File: config.mk
export PLATFORM = sky130hd
export DESIGN_NAME = fp_cmp_stage_flat
export DESIGN_NICKNAME = d
export VERILOG_FILES = /design/src/rtl/fp_cmp_stage_if.sv /design/src/rtl/fp_cmp_stage.sv /design/src/flat_wrapper.sv
export SDC_FILE = /design/constraint.sdc
export NUM_CORES = 1
export LEC_CHECK = 0
export ABC_CLOCK_PERIOD_IN_PS = 5100
export BUFFER_PORTS_ARGS = -buffer_cell sky130_fd_sc_hd__buf_2
export CAP_MARGIN = 0
export CELL_PAD_IN_SITES_DETAIL_PLACEMENT = 0
export CELL_PAD_IN_SITES_GLOBAL_PLACEMENT = 1
export CORE_MARGIN = 2
export CORE_UTILIZATION = 29
export DETAILED_ROUTE_END_ITERATION = 12
export GPL_TIMING_DRIVEN = 1
export PLACE_DENSITY = 0.93
export SLEW_MARGIN = 25
export SYNTH_ARGS = -nofsm -noshare
export SYNTH_HDL_FRONTEND = slang
export SYNTH_SLANG_ARGS = --single-unit
File: constraint.sdc
create_clock -name clk_i -period 5.1 [get_ports clk_i]
set_clock_uncertainty 0.2 [all_clocks]
set_input_delay 0.51 -clock clk_i [delete_from_list [all_inputs] [get_ports clk_i]]
set_output_delay 0.51 -clock clk_i [all_outputs]
set_load 0.01 [all_outputs]
File: src/rtl/fp_cmp_stage_if.sv
// Bundles the issue, comparator, writeback and flag signals of fp_cmp_stage.
// The stage itself uses the slave modport; the issuing/consuming side uses master.
interface fp_cmp_stage_if;
  logic        in_valid;
  logic        in_ready;
  logic [2:0]  in_op;
  logic [4:0]  in_rd;
  logic [32:0] in_a;
  logic [32:0] in_b;

  logic [32:0] cmp_a;
  logic [32:0] cmp_b;
  logic        cmp_signaling;
  logic        cmp_lt;
  logic        cmp_eq;
  logic [4:0]  cmp_exc;

  logic        out_valid;
  logic        out_ready;
  logic [32:0] out_data;
  logic [4:0]  out_rd;
  logic [4:0]  out_exc;

  logic [4:0]  fflags_acc;
  logic        fflags_clr;

  modport slave (
    input  in_valid, in_op, in_rd, in_a, in_b,
    output in_ready,
    output cmp_a, cmp_b, cmp_signaling,
    input  cmp_lt, cmp_eq, cmp_exc,
    output out_valid, out_data, out_rd, out_exc,
    input  out_ready,
    output fflags_acc,
    input  fflags_clr
  );

  modport master (
    output in_valid, in_op, in_rd, in_a, in_b,
    input  in_ready,
    input  cmp_a, cmp_b, cmp_signaling,
    output cmp_lt, cmp_eq, cmp_exc,
    input  out_valid, out_data, out_rd, out_exc,
    output out_ready,
    input  fflags_acc,
    output fflags_clr
  );
endinterface

File: src/rtl/fp_cmp_stage.sv
// Single-precision (recoded, 33-bit) compare / min / max writeback stage.
// Operands are forwarded to an external comparator; its lt/eq/exc results are
// turned into FEQ/FLT/FLE/FMIN/FMAX results and registered with a 1-cycle latency.
// Optional build macro FP_CMP_STAGE_SKID_EN selects a 2-entry (main + skid) output
// buffer with a registered in_ready; the default is a single output register.
module fp_cmp_stage (
  input logic           clk_i,
  input logic           rst_i,
  fp_cmp_stage_if.slave bus
);

  localparam logic [2:0]  OpFeq    = 3'd0;
  localparam logic [2:0]  OpFlt    = 3'd1;
  localparam logic [2:0]  OpFle    = 3'd2;
  localparam logic [2:0]  OpFmin   = 3'd3;
  localparam logic [2:0]  OpFmax   = 3'd4;
  localparam logic [32:0] CanonNan = 33'h0E0400000;
  localparam logic [4:0]  ExcNv    = 5'h10;

  typedef struct packed {
    logic [32:0] data;
    logic [4:0]  rd;
    logic [4:0]  exc;
  } res_t;

  logic        a_nan, b_nan, is_min;
  logic [32:0] minmax;
  res_t        res;
  logic        accept, out_fire;
  logic        out_valid_q, out_valid_d;
  res_t        main_q, main_d;
  logic [4:0]  fflags_q, fflags_d;

  assign bus.cmp_a         = bus.in_a;
  assign bus.cmp_b         = bus.in_b;
  assign bus.cmp_signaling = (bus.in_op == OpFlt) || (bus.in_op == OpFle);

  // Signaling-ness only matters to the comparator's exception flags, so only the
  // NaN class is needed here.
  assign a_nan  = bus.in_a[31:29] == 3'b111;
  assign b_nan  = bus.in_b[31:29] == 3'b111;
  assign is_min = bus.in_op == OpFmin;

  // Min/max selection, including NaN handling and the signed-zero tie-break.
  always_comb begin
    minmax = bus.in_b;
    if (a_nan && b_nan) begin
      minmax = CanonNan;
    end else if (a_nan) begin
      minmax = bus.in_b;
    end else if (b_nan) begin
      minmax = bus.in_a;
    end else if (bus.cmp_eq && (bus.in_a[32] != bus.in_b[32])) begin
      // min prefers the negative operand, max the positive one
      minmax = (bus.in_a[32] == is_min) ? bus.in_a : bus.in_b;
    end else if (is_min) begin
      minmax = bus.cmp_lt ? bus.in_a : bus.in_b;
    end else begin
      minmax = bus.cmp_lt ? bus.in_b : bus.in_a;
    end
  end

  // Result decode per opcode; illegal opcodes report invalid-operation.
  always_comb begin
    res.data = '0;
    res.rd   = bus.in_rd;
    res.exc  = bus.cmp_exc;
    case (bus.in_op)
      OpFeq:          res.data = {32'b0, bus.cmp_eq};
      OpFlt:          res.data = {32'b0, bus.cmp_lt};
      OpFle:          res.data = {32'b0, bus.cmp_lt | bus.cmp_eq};
      OpFmin, OpFmax: res.data = minmax;
      default: begin
        res.data = '0;
        res.exc  = ExcNv;
      end
    endcase
  end

  assign out_fire = out_valid_q & bus.out_ready;
  assign accept   = bus.in_valid & bus.in_ready;

`ifdef FP_CMP_STAGE_SKID_EN
  logic skid_full_q, skid_full_d;
  logic in_ready_q, in_ready_d;
  res_t skid_q, skid_d;

  assign bus.in_ready = in_ready_q & ~rst_i;

  // Main/skid buffer next state: the skid entry only fills when main is stalled.
  always_comb begin
    out_valid_d = out_valid_q;
    main_d      = main_q;
    skid_d      = skid_q;
    skid_full_d = skid_full_q;
    if (skid_full_q) begin
      if (out_fire) begin
        main_d      = skid_q;
        skid_full_d = 1'b0;
      end
    end else if (accept) begin
      if (!out_valid_q || out_fire) begin
        main_d      = res;
        out_valid_d = 1'b1;
      end else begin
        skid_d      = res;
        skid_full_d = 1'b1;
      end
    end else if (out_fire) begin
      out_valid_d = 1'b0;
    end
    in_ready_d = ~skid_full_d;
  end

  // Skid state registers.
  always_ff @(posedge clk_i) begin
    if (rst_i) begin
      skid_q      <= '0;
      skid_full_q <= 1'b0;
      in_ready_q  <= 1'b1;
    end else begin
      skid_q      <= skid_d;
      skid_full_q <= skid_full_d;
      in_ready_q  <= in_ready_d;
    end
  end
`else
  assign bus.in_ready = (~out_valid_q | bus.out_ready) & ~rst_i;

  // Single output register: load on accept, otherwise drain on handshake.
  always_comb begin
    out_valid_d = out_valid_q;
    main_d      = main_q;
    if (accept) begin
      main_d      = res;
      out_valid_d = 1'b1;
    end else if (out_fire) begin
      out_valid_d = 1'b0;
    end
  end
`endif

  // Accrued flags: clear takes effect before this cycle's handshake is ORed in.
  always_comb begin
    fflags_d = bus.fflags_clr ? 5'h00 : fflags_q;
    if (out_fire) begin
      fflags_d = fflags_d | main_q.exc;
    end
  end

  // Output and flag registers.
  always_ff @(posedge clk_i) begin
    if (rst_i) begin
      out_valid_q <= 1'b0;
      main_q      <= '0;
      fflags_q    <= '0;
    end else begin
      out_valid_q <= out_valid_d;
      main_q      <= main_d;
      fflags_q    <= fflags_d;
    end
  end

  assign bus.out_valid  = out_valid_q;
  assign bus.out_data   = main_q.data;
  assign bus.out_rd     = main_q.rd;
  assign bus.out_exc    = main_q.exc;
  assign bus.fflags_acc = fflags_q;

endmodule

File: src/flat_wrapper.sv
// flat-port wrapper written by rule: the top's interface ports become plain ports
module fp_cmp_stage_flat 
  (clk_i, rst_i, bus_in_valid, bus_in_op, bus_in_rd, bus_in_a, bus_in_b, bus_in_ready, bus_cmp_a, bus_cmp_b, bus_cmp_signaling, bus_cmp_lt, bus_cmp_eq, bus_cmp_exc, bus_out_valid, bus_out_data, bus_out_rd, bus_out_exc, bus_out_ready, bus_fflags_acc, bus_fflags_clr);
  fp_cmp_stage_if bus_i ();
  input logic clk_i;
  input logic rst_i;
  input wire logic [$bits(bus_i.in_valid)-1:0] bus_in_valid;
  input wire logic [$bits(bus_i.in_op)-1:0] bus_in_op;
  input wire logic [$bits(bus_i.in_rd)-1:0] bus_in_rd;
  input wire logic [$bits(bus_i.in_a)-1:0] bus_in_a;
  input wire logic [$bits(bus_i.in_b)-1:0] bus_in_b;
  output wire logic [$bits(bus_i.in_ready)-1:0] bus_in_ready;
  output wire logic [$bits(bus_i.cmp_a)-1:0] bus_cmp_a;
  output wire logic [$bits(bus_i.cmp_b)-1:0] bus_cmp_b;
  output wire logic [$bits(bus_i.cmp_signaling)-1:0] bus_cmp_signaling;
  input wire logic [$bits(bus_i.cmp_lt)-1:0] bus_cmp_lt;
  input wire logic [$bits(bus_i.cmp_eq)-1:0] bus_cmp_eq;
  input wire logic [$bits(bus_i.cmp_exc)-1:0] bus_cmp_exc;
  output wire logic [$bits(bus_i.out_valid)-1:0] bus_out_valid;
  output wire logic [$bits(bus_i.out_data)-1:0] bus_out_data;
  output wire logic [$bits(bus_i.out_rd)-1:0] bus_out_rd;
  output wire logic [$bits(bus_i.out_exc)-1:0] bus_out_exc;
  input wire logic [$bits(bus_i.out_ready)-1:0] bus_out_ready;
  output wire logic [$bits(bus_i.fflags_acc)-1:0] bus_fflags_acc;
  input wire logic [$bits(bus_i.fflags_clr)-1:0] bus_fflags_clr;
  assign bus_i.in_valid = bus_in_valid;
  assign bus_i.in_op = bus_in_op;
  assign bus_i.in_rd = bus_in_rd;
  assign bus_i.in_a = bus_in_a;
  assign bus_i.in_b = bus_in_b;
  assign bus_in_ready = bus_i.in_ready;
  assign bus_cmp_a = bus_i.cmp_a;
  assign bus_cmp_b = bus_i.cmp_b;
  assign bus_cmp_signaling = bus_i.cmp_signaling;
  assign bus_i.cmp_lt = bus_cmp_lt;
  assign bus_i.cmp_eq = bus_cmp_eq;
  assign bus_i.cmp_exc = bus_cmp_exc;
  assign bus_out_valid = bus_i.out_valid;
  assign bus_out_data = bus_i.out_data;
  assign bus_out_rd = bus_i.out_rd;
  assign bus_out_exc = bus_i.out_exc;
  assign bus_i.out_ready = bus_out_ready;
  assign bus_fflags_acc = bus_i.fflags_acc;
  assign bus_i.fflags_clr = bus_fflags_clr;
  fp_cmp_stage u_core (.clk_i(clk_i), .rst_i(rst_i), .bus(bus_i));
endmodule
==> impl_results.md <==
* Outcome: finished, final reports clean
* Synthesis warning total at 0
* Crit path required time at 5.14 ns
* Avg Cell Area, Syn at 8.43 µm²
* WS Path Type: reg -> reg
* Fin crit share at 0.503
* Hold/Removal Path Class: in -> reg
* Number of synthesized flops with an enable pin at 0
* GP Congestion at 0.788
* Vias in the first global route at 2479
* Worst-path cell chain: nand2b_1, nand2_1, or3_4, nor3_4, buf_6, a221o_1
* Syn nets at 409
* CTS resizes at 0
* Worst hold start: bus_cmp_exc[1]
* Overall routing resource usage at 0.144
* RR Endpoint: u_core.bus.out_data[14]$_SDFFE_PP0P_
* Die X at 101 µm
* Root Buffer Master: clkbuf_8
* Most common cell in the netlist: buf_4
* GR Overflow Total at 0
* Antenna Nets Post-Route at 0
* Clock transition at path regs at 0.10 ns
* FF+latch count, synth at 49
* Post-DP HPWL at 6230 µm
* CTS buffer count at 5
* Post-DR vias/cell at 4.89
* Final layout net count at 537
* Maximum clock path buffer count at 2
* Final wirelength at 7940 µm
* Cells after Synth at 323
* Mapped Area at 2720 µm²
* Hold Path Depth at 3
* # setup viols final at 0
* Max-cap violation count at 0
* Crit. End Element: register
* Die Span Y at 101 µm
* Synth top area cells: dfxtp_1 (36%), buf_4 (18%), a221o_1 (9.9%)
* Synth cell count leaders: buf_4 (67), dfxtp_1 (49), nand2_1 (46)
* Worst reg2reg startpoint: u_core.bus.out_valid$_SDFFE_PP0P_
* Row count at 35
* Worst Reg-to-Reg Cells at 6
* TritonCTS clock tree: done
* Peak Freq at 390 MHz
* Diode count at 0
* VDD IR max at 0.128 mV
* Initial DRC Count at 60
* Sequential share of the synthesized area at 0.360
* CP Launch Type: register
* CTS hold repair buffers at 0
* Total number of vias at 2752
* Post-synth top area share at 0.360
* Pwr per Cell Area at 266 nW/µm²
* H-tree levels at 2
* Crit-path max FO at 29
* Share of layout cells above drive strength 1 at 0.491
* Library cells used by synthesis at 43
* Global-route wire length before repair at 11900 µm
* Largest area contributor in the netlist: dfxtp_1
* Initial antenna violation count at 0
* P_leak at 0.00177 µW
* Starting Density at 0.296
* Max transition margin at 0.427
* CP peak stage delay at 0.63 ns
* Postcts setup bufs at 0
* Slew @ Worst Pin at 0.854 ns
* Post-route setup TNS at 0 ns
* WP data arrival at 2.61 ns
* Remaining DRCs at 0
* Wire length per cell at 14.1 µm
* Buffers on Ports at 202
* CP max stage cell: or3_4
* Max Slew Vio Count at 0
* First-pass DRT Iterations at 4
* Fraction of registers with async set/reset at 0
* Area Growth Syn to Fin at 27.1%
* Top_reg_cell synth: dfxtp_1
* CTS sink count at 49
* Die area at 10200 µm²
* Minimum clock period at 2.56 ns
* I/O pin cnt at 203
* Largest net degree at the start of global routing at 33
* RSZ-0062 raised after global routing: no
* FF-to-FF setup slack at 2.54 ns
* Hold Vio Cnt, Final at 0
* Clk_lat worst skew at 0.30 ns
* Final Util at 0.376
* Core Region at 9200 µm²
* Worst Hold End: u_core.bus.out_exc[1]$_SDFFE_PP0P_
==> worst max path at each step <==
stage | start | to | cells past startpoint
after global routing | u_core.bus.out_valid$_SDFFE_PP0P_ | u_core.bus.out_data[14]$_SDFFE_PP0P_ | 6
after global placement | bus_out_ready | u_core.bus.out_data[23]$_SDFFE_PP0P_ | 6
after floorplan | bus_cmp_eq | u_core.bus.out_data[16]$_SDFFE_PP0P_ | 6
final | u_core.bus.out_valid$_SDFFE_PP0P_ | u_core.bus.out_data[14]$_SDFFE_PP0P_ | 6
after detailed placement | bus_out_ready | u_core.bus.out_data[14]$_SDFFE_PP0P_ | 6
after CTS | u_core.bus.out_valid$_SDFFE_PP0P_ | u_core.bus.out_data[14]$_SDFFE_PP0P_ | 5
==> registers in the layout (all words and copies together) (netlist names) <==
name                   count
u_core.bus.out_exc         5
u_core.bus.out_data       33
u_core.bus.fflags_acc      5
u_core.bus.out_rd          5
u_core.bus.out_valid       1
==> power breakdown <==
group	switching [µW]	leakage, µW	internal [µW]
clock	134	0.0000681	195
sequential	8.73	0.000398	396
combinational	109	0.00130	79.0
==> worst max-delay path: cells and delay by family, from the launching register on <==
kind,cells,cell delay [ns]
compound gates,1,0.17
buf+inv,1,0.26
flops,1,0.40
simple gates,4,1.46
==> cells in the final DEF, fill, tap and decap left out, drive strengths merged, types with 2 or more instances in the layout <==
cell	count
nor3	32
nor4	2
xnor2	2
and3	3
nand2	46
inv	4
a211oi	2
a32oi	6
dfxtp	49
a221o	27
nor2	18
a22oi	4
buf	206
clkbuf	5
bufinv	2
a21oi	10
o211ai	5
o21ai	4
or3	4
nor2b	3
==> stage by stage <==
stage | setup WS (ns) | power [µW] | instance area, µm² | hold WS [ns] | cells
after global routing | 2.37 | 967 | 3460 | 0.234 | 563
after global placement | 1.98 | 599 | 3320 | 0.249 | 554
final | 2.54 | 922 | 3460 | 0.240 | 563
after floorplan | 3.00 | 538 | 2720 | 0.281 | 323
after CTS | 2.16 | 932 | 3450 | 0.228 | 562
after detailed placement | 1.88 | 602 | 3320 | 0.248 | 554
==> cell type report <==
class	instances	area (µm²)
fillers	969	5740
multi-input cells	185	1150
repair buffers	206	1040
flip-flops and latches	49	981
well taps	111	139
clock buffers	5	68.8
clock inverters	3	65.1
inverters	4	15.0
==> logic make-up (layout without fill, tap and decap cells) <==
kind of cell	count (synthesis)	in the layout	synth area share
AO/OA/AOI/OAI	69	69	0.209
flip-flops	49	49	0.360
AND/OR/NAND/NOR	114	114	0.202
XOR/XNOR	2	2	0.00643
buffers and inverters	89	218	0.223
==> routing by layer <==
layer | part of all wire | wire length (µm) | track usage
met5 | 0 | 0 | 0
met3 | 0.050 | 399 | 0.0222
met4 | 0.021 | 167 | 0.0624
met1 | 0.42 | 3340 | 0.170
met2 | 0.51 | 4030 | 0.259
(Power assumes the default switching activity.)
